$ cat config.mk
export PLATFORM = sky130hd
export DESIGN_NAME = uart_rx
export DESIGN_NICKNAME = d
export VERILOG_FILES = /design/src/rtl/uart_rx.sv
export SDC_FILE = /design/constraint.sdc
export NUM_CORES = 1
export LEC_CHECK = 0
export ABC_AREA = 1
export BUFFER_PORTS_ARGS = -buffer_cell sky130_fd_sc_hd__buf_2
export CAP_MARGIN = 10
export CORE_ASPECT_RATIO = 0.5
export CORE_MARGIN = 2
export CORE_UTILIZATION = 45
export CTS_CLUSTER_DIAMETER = 80
export DETAILED_ROUTE_END_ITERATION = 10
export HOLD_SLACK_MARGIN = 0.12
export SLEW_MARGIN = 10
export SYNTH_ARGS = -nofsm -noshare
export SYNTH_HDL_FRONTEND = slang
export SYNTH_SLANG_ARGS = --single-unit
$ cat constraint.sdc
create_clock -name clk -period 1.66 [get_ports clk]
set_clock_uncertainty 0.05 [all_clocks]
set_input_delay 0 -clock clk [delete_from_list [all_inputs] [get_ports clk]]
set_output_delay 0 -clock clk [all_outputs]
set_load 0.02 [all_outputs]
$ cat src/rtl/uart_rx.sv
// uart_rx: 8N1 UART receiver with OVERSAMPLE-x mid-bit sampling and a one-byte holding register.
// Define UART_RX_MAJORITY_EN to take each sample as a 2-of-3 vote over the last three baud ticks.
module uart_rx #(
  parameter int OVERSAMPLE = 8,
  parameter int DATA_BITS  = 8
) (
  input  logic                 clk,
  input  logic                 rst_n,
  input  logic                 baud_tick,
  input  logic                 rx_serial,
  input  logic                 rx_ready,
  output logic [DATA_BITS-1:0] rx_data,
  output logic                 rx_valid,
  output logic                 frame_err,
  output logic                 overrun,
  output logic                 busy
);
  // state | meaning
  // IDLE  | line high, waiting for it to go low
  // START | qualifying the start bit at its midpoint
  // DATA  | sampling DATA_BITS data bits, LSB first
  // STOP  | sampling the stop bit and updating the holding register

  localparam int CW = $clog2(OVERSAMPLE);
  localparam int BW = $clog2(DATA_BITS + 1);
  localparam logic [CW-1:0] CNT_HALF = CW'(OVERSAMPLE / 2 - 1);
  localparam logic [CW-1:0] CNT_FULL = CW'(OVERSAMPLE - 1);
  localparam logic [BW-1:0] IDX_LAST = BW'(DATA_BITS - 1);

  typedef enum logic [1:0] {IDLE, START, DATA, STOP} state_t;
  state_t state, state_nxt;

  logic                 sync_1, line;
  logic                 sample;
  logic [CW-1:0]        cnt;
  logic [BW-1:0]        bit_idx;
  logic [DATA_BITS-1:0] shift_reg;
  logic                 mid_tick, end_tick;
  logic                 bit_take, stop_take;

  always_ff @(posedge clk or negedge rst_n) begin
    if (!rst_n) begin
      sync_1 <= 1'b1;
      line   <= 1'b1;
    end else begin
      sync_1 <= rx_serial;
      line   <= sync_1;
    end
  end

`ifdef UART_RX_MAJORITY_EN
  logic [1:0] hist;

  always_ff @(posedge clk or negedge rst_n) begin
    if (!rst_n) hist <= 2'b11;
    else if (baud_tick) hist <= {hist[0], line};
  end

  assign sample = (line & hist[0]) | (line & hist[1]) | (hist[0] & hist[1]);
`else
  assign sample = line;
`endif

  assign mid_tick = baud_tick && (cnt == CNT_HALF);
  assign end_tick = baud_tick && (cnt == CNT_FULL);
  assign busy     = (state != IDLE);

  always_ff @(posedge clk or negedge rst_n) begin
    if (!rst_n) state <= IDLE;
    else        state <= state_nxt;
  end

  always_comb begin
    state_nxt = state;
    bit_take  = 1'b0;
    stop_take = 1'b0;
    case (state)
      IDLE:  if (!line) state_nxt = START;
      START: if (mid_tick) state_nxt = sample ? IDLE : DATA;
      DATA: begin
        if (end_tick) begin
          bit_take = 1'b1;
          if (bit_idx == IDX_LAST) state_nxt = STOP;
        end
      end
      STOP: begin
        if (end_tick) begin
          stop_take = 1'b1;
          state_nxt = IDLE;
        end
      end
      default: state_nxt = IDLE;
    endcase
  end

  // Counter restarts on every state change so each state times from its own entry.
  always_ff @(posedge clk or negedge rst_n) begin
    if (!rst_n)                  cnt <= '0;
    else if (state_nxt != state) cnt <= '0;
    else if (baud_tick)          cnt <= (cnt == CNT_FULL) ? '0 : cnt + 1'b1;
  end

  always_ff @(posedge clk or negedge rst_n) begin
    if (!rst_n) begin
      bit_idx   <= '0;
      shift_reg <= '0;
    end else if (state == START && state_nxt == DATA) begin
      bit_idx <= '0;
    end else if (bit_take) begin
      bit_idx   <= bit_idx + 1'b1;
      shift_reg <= {sample, shift_reg[DATA_BITS-1:1]};
    end
  end

  // A simultaneous consume frees the holding register for the byte finishing this clk.
  always_ff @(posedge clk or negedge rst_n) begin
    if (!rst_n) begin
      rx_data   <= '0;
      rx_valid  <= 1'b0;
      frame_err <= 1'b0;
      overrun   <= 1'b0;
    end else begin
      frame_err <= stop_take && !sample;
      overrun   <= stop_take && sample && rx_valid && !rx_ready;
      if (stop_take && sample && (!rx_valid || rx_ready)) begin
        rx_data  <= shift_reg;
        rx_valid <= 1'b1;
      end else if (rx_valid && rx_ready) begin
        rx_valid <= 1'b0;
      end
    end
  end

endmodule
==> run_results.csv, run 1 <==
group,metric,value,unit
synth,synthDistinctLibCells,24,
worst_setup_path,reg2reg_slack,0.09,ns
worst_setup_path,cp-end-kind,"register",
placement,dp.cells,190,
timing,drv_slew,0,
timing,max_freq,638,MHz
worst_setup_path,rr_worst_depth,8,
clocking,clkSlewWorstSetupHoldPaths,0.06,ns
layout,utilization,0.603,
floorplanning,ios,17,
timing,tns,0,ns
worst_hold_path,hold_path_class,"input pin to async pin",
grt,antenna_found_initial,0,
route,dr.first_iter.drc_count,33,
synth,synth_area,1340,sq um
floorplanning,die_area,3450,sq um
worst_setup_path,cp_max_fo,12,
placement,dp_slack,0.0602,ns
grt,grt.overflow.total,0,
grt,grtUsageTotal,0.159,
route,wl_per_cell,11.7,um
timing,finalHoldViolations,0,
timing,rsz0062_at_grt,"true",
synth,synth_warnings,0,
grt,top_usage_layer,"met1",
clocking,cts_setup_buffers,0,
layout,multi_input_area,495,sq um
placement,gp_congestion,0.816,
grt,grt_pass1_vias,864,
route,route.detailed.drc,0,
synth,synth_top_cell_area_share,0.524,
layout,diodes,0,
floorplanning,core_region_area,2700,sq um
timing,fin_crit_sh,0.944,
timing,worst_pin_slew,0.653,ns
synth,synthCells,138,
timing,post-route-min-period,1.57,ns
worst_setup_path,required,1.78,ns
grt,met1_usage,0.222,
layout,final_area,1630,sq um
worst_setup_path,timing.rr.start,"cnt[0]",
route,vias_per_cell,4.83,
placement,place_area,1450,sq um
clocking,clockRootBuffer,"clkbuf_8",
layout,register_area,753,sq um
layout,syn_to_final_growth,21.8,%
floorplanning,rows,13,
clocking,htreeDepth,2,
worst_setup_path,setup.worst_path.start_class,"register",
pwr,p_leak,0.000837,uW
synth,yosysSeqAreaShare,0.564,
synth,synthTopCellsByArea,"dfrtp_1 (52%), nand2_1 (7.9%), o21ai_2 (5.2%)",
worst_setup_path,path_class,"register to register",
grt,grtUsageMet2,0.208,
layout,fin_cells,204,
grt,grt_max_degree,31,
clocking,cts_sinks,30,
synth,ys_seq_elements,30,
grt,grt_first_pass_wirelength,3920,um
route,ant_nets,0,
clocking,cts_made_buffers,5,
pwr,ir_drop,0.000688,V
floorplanning,die_width,81.1,um
pwr,power.density,1500,nW/um^2
timing,finalSetupViolations,0,
grt,use_met3,0.0647,
synth,yosysTopAreaCell,"dfrtp_1",
route,via_count,986,
route,wl,2380,um
layout,fill_cells,236,
layout,layout-drive-gt1-share,0.299,
placement,hpwlAfterDp,1600,um
worst_setup_path,rr_endpoint,"bit_idx[0]",
timing,setup_ws,0.0929,ns
clocking,clk_latency,0.28,ns
clocking,cts_tree,"done",
floorplanning,dieHeight,42.5,um
floorplanning,start_util,0.495,
synth,synth_nets,147,
worst_setup_path,worstPathArrival,1.68,ns
layout,nNetsFinal,175,
timing,relSlewSlack,0.565,
clocking,clk_path_buf_depth,2,
route,dr.pass1.iters,4,
run_status,outcome,"completed",
placement,port_buffers,16,
synth,postSynthAreaPerCell,9.68,sq um
run,maxCapViolations,0,
==> placed cells by master (no fill, tap or decap), types with 2 or more instances in the layout <==
cell type,netlist,final
nand4_1,3,3
clkbuf_8,0,5
inv_2,4,4
dfstp_2,2,2
dlygate4sd3_1,0,4
nor2_1,7,7
clkinv_2,1,2
nand2_1,28,28
buf_2,1,16
o21ai_1,2,3
nand2_2,4,4
inv_1,18,18
buf_4,0,2
nor3_1,2,2
dfrtp_1,28,28
a21oi_1,2,2
nand3_1,6,6
o21ai_0,10,9
ha_1,4,4
nand3_4,1,2
o21ai_2,8,8
==> logic make-up (layout without fill, tap and decap cells) <==
| kind of cell | count (synthesis) | after routing | synth area share |
|---|---|---|---|
| AO/OA/AOI/OAI | 23 | 23 | 0.114 |
| XOR/XNOR | 1 | 1 | 0.00656 |
| adder cells (fa/ha/maj) | 4 | 4 | 0.0375 |
| buffers and inverters | 26 | 53 | 0.0861 |
| flip-flops | 30 | 30 | 0.564 |
| multiplexers | 1 | 1 | 0.00749 |
| AND/OR/NAND/NOR | 53 | 55 | 0.184 |
==> worst max path at each step <==
| stage | from | end | slack [ns] | cells after the start |
|---|---|---|---|---|
| after CTS | cnt[0] | rx_data[2] | 0.04 | 9 |
| after detailed placement | cnt[0] | rx_data[2] | 0.06 | 9 |
| after global placement | cnt[0] | rx_data[3] | 0.1 | 9 |
| after global routing | cnt[0] | bit_idx[0] | -0.02 | 8 |
| after floorplan | cnt[0] | rx_data[6] | 0.15 | 10 |
| final | cnt[0] | bit_idx[0] | 0.09 | 8 |
==> synth_stat cells <==
master and number:
a21oi_1 2, dfstp_2 2, nor2_1 7, buf_6 2, nand2_2 4, nand4_1 3
nand3_1 6, a31oi_2 1, mux2i_1 1, nand2_1 28, nor3_1 2, dfrtp_1 28
buf_2 1, o21ai_0 10, nand3_4 1, o21ai_2 8, clkinv_2 1, inv_1 18
o21ai_1 2, inv_2 4, xor2_1 1, ha_1 4, nor2_2 1, nand3b_1 1
==> repair_timing <==
action,CTS,global route
endpoints found under the setup margin,0,13
hold buffers,4,0
resized for setup,0,3
hold endpoints to repair,37,0
==> power by group <==
part / switching [uW] / internal, uW / leakage, uW
Clock: 274 / 441 / 0.0000579
Combinational: 403 / 252 / 0.000426
Sequential: 134 / 930 / 0.000353
==> metrics by stage <==
step	hold slack (ns)	total power, uW
2_1_floorplan	-0.346	1530
3_3_place_gp	0.0196	1720
3_5_place_dp	0.0239	1730
4_1_cts	0.254	2470
5_1_grt	0.313	2600
6_report	0.234	2430
==> critical path, cell delays in order, from the launching register on <==
cell     delay, ns
dfrtp_1       0.36
ha_1          0.18
ha_1          0.19
nand2_2       0.08
nor2_2        0.17
buf_4         0.21
inv_2         0.05
nand2_1       0.08
o21ai_1       0.07
==> layout make-up <==
cell class | instances | area share
sequential | 30 | 0.463
tap | 37 | 0.0284
timing repair buffer | 22 | 0.0830
multi-input combinational | 84 | 0.304
inverter | 23 | 0.0546
clock inverter | 3 | 0.0246
clock buffer | 5 | 0.0423
==> metal layers <==
metal | share of wire | vias to the layer above
li1 | - | 502
met1 | 0.52 | 462
met2 | 0.42 | 15
met3 | 0.039 | 7
met4 | 0.018 | 0
met5 | 0 | -
No activity file was read; power rests on OpenSTA's default activity.
==> run 2, diff against run 1 <==
--- a/config.mk
+++ b/config.mk
@@ -14,6 +14,7 @@
 export CTS_CLUSTER_DIAMETER = 80
 export DETAILED_ROUTE_END_ITERATION = 10
 export HOLD_SLACK_MARGIN = 0.12
+export REMOVE_ABC_BUFFERS = 1
 export SLEW_MARGIN = 10
 export SYNTH_ARGS = -nofsm -noshare
 export SYNTH_HDL_FRONTEND = slang
==> run 2 against run 1 <==
  * Clock-buffer cell count up 3
  * Register-to-register slack better by 0.04 ns
  * Hold slack improved by 0.00057 ns
  * Largest cell class unchanged
  * Clock power fell by 18%
  * Final cell count unchanged
  * Wire length shrank 2.7%
  * Highest routed layer unchanged
  * Sequential cell count is the same
  * Worst setup slack better by 0.040 ns
==> run_results.csv, run 2 (synthesized netlist as in run 1, its figures left out) <==
group,metric,value,unit
floorplanning,start_util,0.495,
floorplanning,core_region_area,2700,sq um
pwr,ir_drop,0.000722,V
worst_setup_path,critPathBufInv,2,
floorplanning,ios,17,
worst_hold_path,hold_path_class,"input pin to async pin",
clocking,clkSlewWorstSetupHoldPaths,0.06,ns
pwr,power.total,2340,uW
route,dr.first_iter.drc_count,37,
placement,place_area,1450,sq um
timing,max_freq,655,MHz
run_status,outcome,"completed",
route,via_count,965,
layout,syn_to_final_growth,22.0,%
grt,grt.overflow.total,0,
pwr,power.density,1430,nW/um^2
clocking,cts_made_buffers,5,
worst_setup_path,rr_worst_depth,8,
timing,finalSetupViolations,0,
worst_setup_path,cp_slowest_cell,"dfrtp_1",
worst_setup_path,max_stage_delay,0.36,ns
worst_setup_path,cp_max_fo,8,
floorplanning,die_area,3450,sq um
timing,fin_crit_sh,0.920,
layout,final_area,1630,sq um
timing,whs,0.234,ns
placement,port_buffers,16,
clocking,clockRootBuffer,"clkbuf_8",
run,maxCapViolations,0,
layout,layout_common_cells,"nand2_1 (28), dfrtp_1 (28), inv_1 (18), buf_2 (16), o21ai_0 (9)",
clocking,cts_tree,"done",
worst_setup_path,path_class,"register to register",
grt,grtUsageTotal,0.151,
clocking,htreeDepth,2,
placement,gp_congestion,0.821,
timing,tns,0,ns
layout,diodes,0,
grt,grt_first_pass_wirelength,3730,um
route,wl_per_cell,11.4,um
grt,grt_pass1_vias,856,
timing,drv_slew,0,
layout,fin_cells,204,
worst_setup_path,worstPathArrival,1.68,ns
timing,worst_pin_slew,0.651,ns
worst_setup_path,setup.worst_path.start_class,"register",
clocking,clk_latency,0.28,ns
route,ant_nets,0,
worst_setup_path,cp-end-kind,"register",
clocking,cts_setup_buffers,0,
timing,post-route-min-period,1.53,ns
timing,rsz0062_at_grt,"false",
grt,antenna_found_initial,0,
placement,dp.cells,190,
worst_setup_path,required,1.81,ns
worst_setup_path,path_cells,"ha_1, ha_1, nand2_2, inv_2, nand2_2, inv_4, nand3_4, o21ai_2",
timing,relSlewSlack,0.566,
clocking,clk_path_buf_depth,2,
floorplanning,dieHeight,42.5,um
worst_setup_path,path_depth,8,
pwr,p_leak,0.000826,uW
worst_setup_path,reg2reg_slack,0.13,ns
route,wl,2320,um
layout,nNetsFinal,175,
floorplanning,rows,13,
clocking,cts_sinks,30,
route,dr.pass1.iters,4,
route,vias_per_cell,4.73,
worst_setup_path,rr_endpoint,"rx_data[0]",
layout,fill_cells,253,
placement,hpwlAfterDp,1560,um
floorplanning,die_width,81.1,um
worst_setup_path,timing.rr.start,"cnt[0]",
layout,layout-drive-gt1-share,0.287,
timing,finalHoldViolations,0,
route,route.detailed.drc,0,
grt,grt_max_degree,31,
worst_setup_path,cpLargestDelayFamily,"adder cells",
run 2: cell types whose count changed in the layout (fill, tap and decap cells not counted), sizes merged:
| cell | change |
|---|---|
| clkinv | -2 |
| bufinv | -1 |
| clkbuf | +3 |
run 2: what timing repair did:
| action | in CTS | in global routing |
|---|---|---|
| setup endpoints to repair | 0 | 22 |
| endpoints found under the hold margin | 37 | 0 |
| resized for setup | 0 | 6 |
| hold buffers | 4 | 0 |
run 2: routing by layer:
metal | track usage | up-vias | part of all wire
met5 | 0 | - | 0
met4 | 0.0712 | 0 | 0.013
met3 | 0.0582 | 5 | 0.035
met2 | 0.218 | 12 | 0.43
met1 | 0.200 | 450 | 0.52
li1 | - | 498 | -
run 2: worst reg2reg max path, stage by stage, from the launching register on:
cell and delay, ns:
dfrtp_1 0.36, ha_1 0.19, ha_1 0.20, nand2_2 0.09, inv_2 0.07, nand2_2 0.08
inv_4 0.11, nand3_4 0.15, o21ai_2 0.16
run 2: stage by stage:
stage / setup WS [ns] / utilization
floorplan: -0.0943 / -
global placement: 0.104 / 0.537
detailed placement: 0.0623 / 0.537
CTS: 0.0442 / 0.585
global route: 0.0109 / 0.604
finish: 0.133 / 0.604
run 2: power by group:
group	total, uW	internal (uW)	switching, uW
sequential	1070	931	140
clock	587	337	250
combinational	682	261	421
total	2340	1530	810
run 2: how the worst max path moves through the flow:
| stage | from | endpoint |
|---|---|---|
| 6_report | cnt[0] | rx_data[0] |
| 5_1_grt | cnt[0] | rx_data[0] |
| 4_1_cts | cnt[0] | rx_data[2] |
| 3_5_place_dp | cnt[0] | rx_data[2] |
| 3_3_place_gp | cnt[0] | rx_data[4] |
| 2_1_floorplan | cnt[0] | cnt[0] |
run 2: layout make-up:
type	instances	area, sq um	area share
Sequential cell	30	753	0.462
Inverter	23	88.8	0.0545
Tap cell	37	46.3	0.0284
Clock buffer	8	90.1	0.0553
Timing Repair Buffer	22	135	0.0829
Multi-Input combinational cell	84	517	0.317
==> run 3, diff against run 2 <==
--- a/config.mk
+++ b/config.mk
@@ -9,12 +9,11 @@
 export BUFFER_PORTS_ARGS = -buffer_cell sky130_fd_sc_hd__buf_2
 export CAP_MARGIN = 10
 export CORE_ASPECT_RATIO = 0.5
-export CORE_MARGIN = 2
+export CORE_MARGIN = 3
 export CORE_UTILIZATION = 45
 export CTS_CLUSTER_DIAMETER = 80
 export DETAILED_ROUTE_END_ITERATION = 10
 export HOLD_SLACK_MARGIN = 0.12
-export REMOVE_ABC_BUFFERS = 1
 export SLEW_MARGIN = 10
 export SYNTH_ARGS = -nofsm -noshare
 export SYNTH_HDL_FRONTEND = slang
==> run 3 against run 2 <==
  * Global-route usage is 1.7 points lower
  * Die area rose by 7.3%
  * Via count down 2.9%
  * Register-to-register slack improved by 0.02 ns
  * Wire length is essentially flat
  * Sequential power about the same
  * Power grew 5.6%
  * Core utilization shrank 0.22 points
  * Combinational power shrank 3%
==> run_results.csv, run 3 (synthesized netlist as in run 1, its figures left out) <==
group,metric,value,unit
floorplanning,core_region_area,2720,sq um
clocking,clockRootBuffer,"clkbuf_8",
pwr,p_sw_frac,0.324,
worst_setup_path,max_stage_delay,0.37,ns
timing,finalSetupViolations,0,
worst_setup_path,timing.rr.start,"cnt[0]",
worst_setup_path,rr_endpoint,"cnt[1]",
clocking,cts_tree,"done",
timing,max_freq,663,MHz
layout,syn_to_final_growth,22.3,%
route,vias_per_cell,4.62,
layout,layout-drive-gt1-share,0.289,
grt,grt.overflow.total,0,
placement,gp_congestion,0.749,
grt,antenna_found_initial,0,
timing,tns,0,ns
timing,fin_crit_sh,0.909,
grt,grtUsageTotal,0.135,
pwr,internal_power,1670,uW
worst_setup_path,reg2reg_slack,0.15,ns
layout,utilization,0.602,
worst_setup_path,cpLargestDelayFamily,"simple AND/OR/NAND/NOR gates",
placement,port_buffers,16,
worst_setup_path,worstPathArrival,1.61,ns
clocking,cts_setup_buffers,0,
clocking,htreeDepth,2,
timing,rsz0062_at_grt,"false",
worst_setup_path,cp-end-kind,"register",
worst_setup_path,rr_worst_depth,7,
clocking,clk_path_buf_depth,2,
layout,layout_common_cells,"nand2_1 (28), dfrtp_1 (28), inv_1 (18), buf_2 (16), o21ai_0 (9)",
worst_setup_path,critPathMostFrequentCell,"ha_1",
pwr,p_seq_frac,0.430,
pwr,p_leak,0.000838,uW
timing,drv_slew,0,
pwr,power.density,1510,nW/um^2
timing,post-route-min-period,1.51,ns
floorplanning,die_area,3700,sq um
timing,finalHoldViolations,0,
floorplanning,rows,13,
worst_setup_path,cp_slowest_cell,"dfrtp_1",
pwr,ir_drop,0.000641,V
clocking,clkSlewWorstSetupHoldPaths,0.06,ns
floorplanning,die_width,83.1,um
route,wl_per_cell,11.4,um
pwr,clkPwrFrac,0.302,
placement,hpwlAfterDp,1560,um
layout,diodes,0,
timing,worst_pin_slew,0.647,ns
grt,grt_first_pass_wirelength,3840,um
route,dr.pass1.iters,4,
worst_setup_path,path_cells,"ha_1, ha_1, nand2_2, nor2_4, nand2_1, a31oi_2, nor2_1",
floorplanning,dieHeight,44.5,um
worst_setup_path,critPathBufInv,0,
pwr,switching_power,801,uW
route,ant_nets,0,
grt,grt_max_degree,31,
clocking,cts_sinks,30,
route,wl,2320,um
worst_setup_path,path_class,"register to register",
worst_setup_path,cp_max_fo,4,
run,maxCapViolations,0,
worst_setup_path,required,1.76,ns
floorplanning,start_util,0.492,
route,route.detailed.drc,0,
timing,relSlewSlack,0.569,
grt,grt_pass1_vias,881,
worst_setup_path,setup.worst_path.start_class,"register",
layout,nNetsFinal,174,
run_status,outcome,"completed",
clocking,clk_latency,0.27,ns
worst_hold_path,hold_path_class,"input pin to async pin",
floorplanning,ios,17,
clocking,cts_made_buffers,5,
pwr,p_comb_frac,0.268,
route,via_count,937,
route,dr.first_iter.drc_count,28,
==> run 3: changes by cell type in the layout (fill, tap and decap cells not counted), sizes merged <==
cell    previous run  this run
bufinv             0         1
clkbuf             8         7
nand3              9         8
==> run 3: worst register-to-register path, delay by kind of cell (launching register included) <==
family / cells / cell delay (ns)
compound gates: 1 / 0.19
simple gates: 4 / 0.41
fa+ha+maj: 2 / 0.38
flops: 1 / 0.37
==> run 3: final cells by class <==
| class | instances | area, sq um |
|---|---|---|
| fillers | 236 | 1080 |
| flip-flops and latches | 30 | 753 |
| inverters | 23 | 88.8 |
| multi-input cells | 83 | 490 |
| repair buffers | 22 | 139 |
| clock buffers | 7 | 86.3 |
| well taps | 37 | 46.3 |
| clock inverters | 1 | 30.0 |
==> run 3: how the worst max path moves through the flow <==
| stage | cells after the start | start | to | slack [ns] |
|---|---|---|---|---|
| after floorplan | 10 | cnt[0] | rx_data[6] | 0.15 |
| after global placement | 9 | cnt[0] | rx_data[3] | 0.1 |
| after detailed placement | 9 | cnt[0] | rx_data[5] | 0.08 |
| after CTS | 9 | cnt[0] | rx_data[3] | 0.06 |
| after global routing | 9 | cnt[0] | rx_data[0] | 0.03 |
| final | 7 | cnt[0] | cnt[1] | 0.15 |
==> run 3: through the flow <==
stage,area (sq um),total power [uW],setup slack [ns],std cells,hold slack [ns]
after floorplan,1340,1530,0.153,138,-0.346
after global placement,1450,1720,0.0994,190,0.0185
after detailed placement,1450,1730,0.0752,190,0.0203
after CTS,1610,2490,0.0590,202,0.265
after global routing,1630,2630,0.0270,203,0.294
final,1630,2470,0.152,203,0.240
==> run 3: routing by layer <==
metal / vias to the layer above / GRT usage / wire length (um)
met3: 0 / 0.0613 / 83
met1: 432 / 0.182 / 1270
met4: 0 / 0.0391 / 0
met2: 10 / 0.196 / 961
met5: - / 0 / 0
li1: 495 / - / -
==> run 3: power groups by stage <==
stage / registers [uW] / logic, uW / clock network (uW)
floorplan: 1150 / 384 / 0
global placement: 1070 / 643 / 0
detailed placement: 1070 / 653 / 0
CTS: 1060 / 664 / 765
global route: 1090 / 745 / 802
finish: 1060 / 662 / 747
==> run 3: timing repair <==
action,4_1_cts,5_1_grt
endpoints found under the setup margin,0,13
endpoints found under the hold margin,37,0
hold buffers,4,0
resized for setup,0,5
